`src/rtl/mips_cpu_muldiv_pkg.sv`:
```
// Shared types for the iterative multiply/divide unit.
package mips_cpu_muldiv_pkg;

  // Operation codes; 6 and 7 are reserved and ignored by the unit.
  typedef enum logic [2:0] {
    MULT  = 3'd0,
    MULTU = 3'd1,
    DIV   = 3'd2,
    DIVU  = 3'd3,
    MTHI  = 3'd4,
    MTLO  = 3'd5
  } muldiv_op_t;

  // Sequencer states.
  typedef enum logic [1:0] {
    IDLE = 2'd0,
    RUN  = 2'd1,
    FIX  = 2'd2
  } muldiv_state_t;

  // True for the four iterative operations (MULT, MULTU, DIV, DIVU).
  function automatic logic is_iter_op(input logic [2:0] op);
    return (op[2] == 1'b0);
  endfunction

endpackage

```
`src/rtl/mips_cpu_muldiv_step.sv`:
```
// One iteration of the shared multiply/divide datapath.
// Multiply: acc = {partial product, remaining multiplier bits}, shifted right.
// Divide:   acc = {partial remainder, dividend bits / quotient bits}, shifted left.
module mips_cpu_muldiv_step #(
  parameter int WIDTH = 32
) (
  input  logic [2*WIDTH-1:0] acc,
  input  logic [WIDTH-1:0]   operand,
  input  logic               is_div,
  output logic [2*WIDTH-1:0] acc_next
);

  logic [WIDTH-1:0] addend;
  logic [WIDTH:0]   add_sum;
  logic [WIDTH:0]   rem_shift;
  logic [WIDTH:0]   diff;

  // Shift-add for multiply, restoring shift-subtract for divide.
  always_comb begin
    addend    = acc[0] ? operand : '0;
    add_sum   = {1'b0, acc[2*WIDTH-1:WIDTH]} + {1'b0, addend};
    rem_shift = {acc[2*WIDTH-1:WIDTH], acc[WIDTH-1]};
    diff      = rem_shift - {1'b0, operand};
    if (!is_div) begin
      // Carry out of the add lands in the top bit after the right shift.
      acc_next = {add_sum, acc[WIDTH-1:1]};
    end else if (!diff[WIDTH]) begin
      // Divisor fits: keep the difference, shift in quotient bit 1.
      acc_next = {diff[WIDTH-1:0], acc[WIDTH-2:0], 1'b1};
    end else begin
      // Divisor does not fit: restore (keep shifted remainder), quotient bit 0.
      acc_next = {rem_shift[WIDTH-1:0], acc[WIDTH-2:0], 1'b0};
    end
  end

endmodule

```
`src/rtl/mips_cpu_muldiv_unit.sv`:
```
// Iterative multiply/divide unit with architectural HI/LO registers.
// Handshake: a request is taken when start=1 in a cycle where busy=0;
// busy stays high while the iterative operation runs, and done pulses for
// one cycle once hi/lo carry the result. Requests while busy are dropped.
module mips_cpu_muldiv_unit
  import mips_cpu_muldiv_pkg::*;
#(
  parameter int WIDTH = 32
) (
  input  logic                clk,
  input  logic                reset,
  input  logic                start,
  input  logic [2:0]          op,
  input  logic [WIDTH-1:0]    a,
  input  logic [WIDTH-1:0]    b,
  output logic                busy,
  output logic                done,
  output logic [WIDTH-1:0]    hi,
  output logic [WIDTH-1:0]    lo,
  output muldiv_state_t       dbg_state
);

  localparam int CNT_W = $clog2(WIDTH + 1);

  muldiv_state_t      state_q, state_d;
  logic [CNT_W-1:0]   cnt_q;
  logic [2*WIDTH-1:0] acc_q;
  logic [2*WIDTH-1:0] acc_next;
  logic [WIDTH-1:0]   opnd_q;
  logic               is_div_q;
  logic               neg_lo_q;
  logic               neg_hi_q;
  logic               dz_q;
  logic               done_q;

  logic               accept;
  logic               load;
  logic               op_signed;
  logic               op_div;
  logic               op_dz;
  logic [WIDTH-1:0]   src_a;
  logic [WIDTH-1:0]   src_b;
  logic [2*WIDTH-1:0] prod_fix;
  logic [WIDTH-1:0]   res_hi;
  logic [WIDTH-1:0]   res_lo;

  // Requests are taken whenever no iteration is in flight, including the
  // FIX cycle, so a back-to-back request is never lost.
  assign accept    = start && (state_q != RUN);
  assign load      = accept && is_iter_op(op);
  assign busy      = (state_q == RUN);
  assign done      = done_q;
  assign dbg_state = state_q;

  // Operand conditioning: magnitudes for signed ops, raw values otherwise.
  always_comb begin
    op_signed = ~op[0];
    op_div    = op[1];
    op_dz     = op_div && (b == '0);
    src_a     = (op_signed && a[WIDTH-1]) ? -a : a;
    src_b     = (op_signed && b[WIDTH-1]) ? -b : b;
  end

  // Sequencer state register.
  always_ff @(posedge clk) begin
    if (reset) state_q <= IDLE;
    else       state_q <= state_d;
  end

  // Next-state logic.
  always_comb begin
    state_d = state_q;
    case (state_q)
      IDLE:    if (load) state_d = RUN;
      RUN:     if (cnt_q == CNT_W'(1)) state_d = FIX;
      FIX:     state_d = load ? RUN : IDLE;
      default: state_d = IDLE;
    endcase
  end

  mips_cpu_muldiv_step #(.WIDTH(WIDTH)) u_step (
    .acc      (acc_q),
    .operand  (opnd_q),
    .is_div   (is_div_q),
    .acc_next (acc_next)
  );

  // Operand capture on accept, one datapath step per cycle while running.
  always_ff @(posedge clk) begin
    if (reset) begin
      cnt_q    <= '0;
      acc_q    <= '0;
      opnd_q   <= '0;
      is_div_q <= 1'b0;
      neg_lo_q <= 1'b0;
      neg_hi_q <= 1'b0;
      dz_q     <= 1'b0;
    end else if (load) begin
      cnt_q    <= CNT_W'(WIDTH);
      is_div_q <= op_div;
      neg_lo_q <= op_signed && (a[WIDTH-1] ^ b[WIDTH-1]);
      neg_hi_q <= op_signed && a[WIDTH-1];
      dz_q     <= op_dz;
      if (op_div) begin
        acc_q  <= {{WIDTH{1'b0}}, src_a};
        // A zero divisor frees the operand register to keep the raw
        // dividend, which is what hi must return in that case.
        opnd_q <= op_dz ? a : src_b;
      end else begin
        acc_q  <= {{WIDTH{1'b0}}, src_b};
        opnd_q <= src_a;
      end
    end else if (state_q == RUN) begin
      acc_q <= acc_next;
      cnt_q <= cnt_q - CNT_W'(1);
    end
  end

  // Sign correction and special cases for the final result.
  always_comb begin
    prod_fix = neg_lo_q ? -acc_q : acc_q;
    if (dz_q) begin
      res_hi = opnd_q;
      res_lo = '1;
    end else if (is_div_q) begin
      res_hi = neg_hi_q ? -acc_q[2*WIDTH-1:WIDTH] : acc_q[2*WIDTH-1:WIDTH];
      res_lo = neg_lo_q ? -acc_q[WIDTH-1:0] : acc_q[WIDTH-1:0];
    end else begin
      res_hi = prod_fix[2*WIDTH-1:WIDTH];
      res_lo = prod_fix[WIDTH-1:0];
    end
  end

  // HI/LO registers: result write in FIX, then MTHI/MTLO in program order.
  always_ff @(posedge clk) begin
    if (reset) begin
      hi     <= '0;
      lo     <= '0;
      done_q <= 1'b0;
    end else begin
      done_q <= (state_q == FIX);
      if (state_q == FIX) begin
        hi <= res_hi;
        lo <= res_lo;
      end
      if (accept && (op == MTHI)) hi <= a;
      if (accept && (op == MTLO)) lo <= a;
    end
  end

endmodule

```
`config.mk`:
```
export PLATFORM = sky130hd
export DESIGN_NAME = mips_cpu_muldiv_unit
export DESIGN_NICKNAME = d
export VERILOG_FILES = /design/src/rtl/mips_cpu_muldiv_pkg.sv /design/src/rtl/mips_cpu_muldiv_step.sv /design/src/rtl/mips_cpu_muldiv_unit.sv
export SDC_FILE = /design/constraint.sdc
export NUM_CORES = 1
export LEC_CHECK = 0
export BUFFER_PORTS_ARGS = -buffer_cell sky130_fd_sc_hd__buf_2
export CORE_ASPECT_RATIO = 0.6
export CORE_MARGIN = 3
export CORE_UTILIZATION = 55
export CTS_CLUSTER_DIAMETER = 50
export DETAILED_ROUTE_END_ITERATION = 8
export PLACE_DENSITY = 0.81
export REMOVE_ABC_BUFFERS = 1
export SLEW_MARGIN = 20
export SYNTH_ARGS = -nofsm -noshare
export SYNTH_HDL_FRONTEND = slang
export SYNTH_HIERARCHICAL = 1
export SYNTH_SLANG_ARGS = --single-unit
export TNS_END_PERCENT = 30
```
`constraint.sdc`:
```
create_clock -name clk -period 10.1 [get_ports clk]
set_input_delay 2.02 -clock clk [delete_from_list [all_inputs] [get_ports clk]]
set_output_delay 2.02 -clock clk [all_outputs]
set_load 0.03 [all_outputs]
```
==> flow_metrics.env <==
export IMPL_synth_seq_cells=173
export IMPL_routed_wl_mm=63.7
export IMPL_post_cts_buffers=0
export IMPL_rsz0062_at_grt="no"
export IMPL_p_per_area_nw_per_um2=120
export IMPL_core_area_sq_um=27900
export IMPL_ys_warn_count=6
export IMPL_clk_latency_ns=0.46
export IMPL_synthCells=2130
export IMPL_r2r_start="acc_q[31]"
export IMPL_cts_max_level=4
export IMPL_port_buffers=137
export IMPL_cts_tree="done"
export IMPL_hold_viol=0
export IMPL_core_rowCount=47
export IMPL_synth_edf_count=0
export IMPL_cts_buffers=17
export IMPL_grtUsageMet2=0.543
export IMPL_maxSlewViolCount=0
export IMPL_power_leakage_uw=0.00710
export IMPL_reg2reg_slack_ns=5.37
export IMPL_slew_headroom=0.266
export IMPL_syn_area_sq_um=15800
export IMPL_hold_start="cnt_q[0]"
export IMPL_outcome="finished clean"
export IMPL_cts_sinks=173
export IMPL_r2r_end="acc_q[39]"
export IMPL_crit_path_cell_trace="nand2b_1 > buf_4 > clkinv_1 > buf_2"
export IMPL_drcViolationCount=0
export IMPL_yosys_area_top_type="dfxtp_1"
export IMPL_dieArea_sq_um=30800
export IMPL_ff2ff_path_depth=15
export IMPL_dp_hpwl_mm=46.6
export IMPL_synth_cell_types=86
export IMPL_die_w_microns=225
export IMPL_grt_usage=0.400
export IMPL_dr_total_vias=18100
export IMPL_multi_input_area_sq_um=11500
export IMPL_antenna_left=0
export IMPL_crit_fanout=43
export IMPL_irDropWorstVdd_mv=0.126
export IMPL_ys_top_cells_by_area="dfxtp_1, a21oi_1, ha_1"
export IMPL_clock_skew_ns=0.00896
export IMPL_grt_busiest_layer="met1"
export IMPL_arrival_ns=2.88
export IMPL_cts_resized=0
export IMPL_nNetsFinal=2316
export IMPL_crit_path_top_delay_cell="clkinv_1"
export IMPL_fill_cells=2582
export IMPL_start_util=0.566
export IMPL_grt_util_met1=0.588
export IMPL_pin_count=138
export IMPL_drt_iter0_markers=3053
export IMPL_max_cap_viol_count=0
export IMPL_cts_max_path_buffers=2
export IMPL_gp_congestion=1.02
export IMPL_cts_root_buf="clkbuf_16"
export IMPL_ys_seq_area_frac=0.220
export IMPL_overflow=0
export IMPL_cp_slowest_stage_delay_ns=0.91
export IMPL_worst_slew_pin_slew_ns=1.09
export IMPL_final_layout_size_suffix_gt1_frac=0.130
export IMPL_clkTransAtPathRegs_ns=0.07
export IMPL_cts_hold_fix_buffers=0
export IMPL_setup_violations=0
export IMPL_seq_area_sq_um=3470
export IMPL_critPathKind="flop to output port"
export IMPL_netlist_top_cells_count="nor2_1, a21oi_1, dfxtp_1"
export IMPL_fin_tns_setup_ns=0
export IMPL_antenna_found_initial=1
export IMPL_met3_usage=0.128
export IMPL_fin_crit_sh=0.485
export IMPL_wl_per_cell_microns=24.9
export IMPL_hold_path_class="flop to flop"
export IMPL_synth_ff_type="dfxtp_1"
export IMPL_first_pass_iters=8
export IMPL_fmax_mhz=204
export IMPL_async_flop_share=0
export IMPL_end_kind="output port"
export IMPL_synth_most_common_cell="nor2_1"
export IMPL_hold_depth=2
export IMPL_first_global_vias=16100
export IMPL_area_delta_synth_final_pct=9.47
export IMPL_hold_end="cnt_q[0]"
export IMPL_period_needed_ns=4.90
export IMPL_grt_max_degree=59
export IMPL_diodes=0
export IMPL_grt_pass1_wl_mm=95.4
export IMPL_utilization=0.619
export IMPL_worstPathRequired_ns=8.08
export IMPL_vias_per_cell=7.08
export IMPL_synth_avg_cell_area_sq_um=7.40
export IMPL_startpoint_type="flop"
export IMPL_synth_top_area_frac=0.220
export IMPL_die_height_microns=137
-- flip-flops by register name, indices dropped and copies added (netlist names) --
name / cells
lo: 32
neg_hi_q: 1
dz_q: 1
neg_lo_q: 1
cnt_q: 6
opnd_q: 32
is_div_q: 1
hi: 32
acc_q: 64
dbg_state: 2
done: 1
-- power by group --
| part | internal [uW] | switching [uW] |
|---|---|---|
| combinational | 212 | 378 |
| sequential | 716 | 66.9 |
| clock | 372 | 331 |
-- cell usage in the layout (no fill, tap or decap), types with 17 or more instances in the layout --
| master | instances |
|---|---|
| o21ai_0 | 129 |
| ha_1 | 70 |
| nor3_1 | 72 |
| a22o_1 | 33 |
| nand2_1 | 167 |
| mux2_2 | 39 |
| or3_1 | 24 |
| clkbuf_16 | 17 |
| a21o_1 | 27 |
| a221oi_1 | 35 |
| dfxtp_1 | 172 |
| inv_1 | 67 |
| xnor2_1 | 84 |
| xor2_1 | 82 |
| a31oi_1 | 32 |
| nor4_1 | 36 |
| buf_2 | 136 |
| nor2b_1 | 25 |
| a211oi_1 | 33 |
| nand4_1 | 24 |
| buf_4 | 38 |
| o31ai_1 | 31 |
| mux2i_1 | 48 |
| nor2_1 | 186 |
| and2_1 | 37 |
| nand3_1 | 76 |
| nand2b_1 | 17 |
| o211ai_1 | 20 |
| a21oi_1 | 177 |
-- worst max path at each step --
stage                 start    endpoint  slack, ns  cells after the start
2_1_floorplan  dbg_state[1]       lo[4]       3.94                      5
3_3_place_gp           b[0]  opnd_q[11]       5.22                     10
3_5_place_dp           b[0]  opnd_q[11]       5.26                     10
4_1_cts        dbg_state[1]        busy       5.34                      4
5_1_grt        dbg_state[1]        busy       5.18                      4
6_report       dbg_state[1]        busy       5.20                      4
-- through the flow --
| stage | total power (uW) | cell area [sq um] | std cells | setup WS (ns) | hold slack, ns |
|---|---|---|---|---|---|
| 6_report | 2080 | 17300 | 2553 | 5.20 | 0.498 |
| 4_1_cts | 2040 | 17300 | 2553 | 5.34 | 0.501 |
| 2_1_floorplan | 1150 | 15200 | 1981 | 3.94 | 0.447 |
| 3_3_place_gp | 1350 | 16700 | 2522 | 5.22 | 0.477 |
| 3_5_place_dp | 1350 | 16700 | 2522 | 5.26 | 0.491 |
| 5_1_grt | 2140 | 17300 | 2553 | 5.18 | 0.541 |
-- routing by layer --
metal	share of wire	vias up
met2	0.39	1400
met1	0.43	8498
met5	0.00011	-
met4	0.033	2
met3	0.15	178
li1	-	7991
-- final cells by class --
type / count / area share
multi-input combinational: 1739 / 0.668
clock inverter: 12 / 0.00805
sequential: 173 / 0.201
timing repair buffer: 174 / 0.0560
tap: 367 / 0.0266
inverter: 69 / 0.0150
clock buffer: 19 / 0.0257
-- critical path: cells and delay by family, from the launching register on --
kind	cells	cell delay, ns
DFF	1	0.43
and+or+nand+nor	1	0.13
buffers and inverters	3	1.85
-- cell families after synthesis --
kind of cell	count (synthesis)	share of synthesized area
and+or+nand+nor	747	0.236
AOI/OAI and AO/OA	666	0.282
buffers and inverters	218	0.0535
DFF	173	0.220
xor gates and xnor gates	167	0.0928
muxes	87	0.0583
adders and majority gates	72	0.0581
Note: power is estimated with default switching activity, not from simulation.
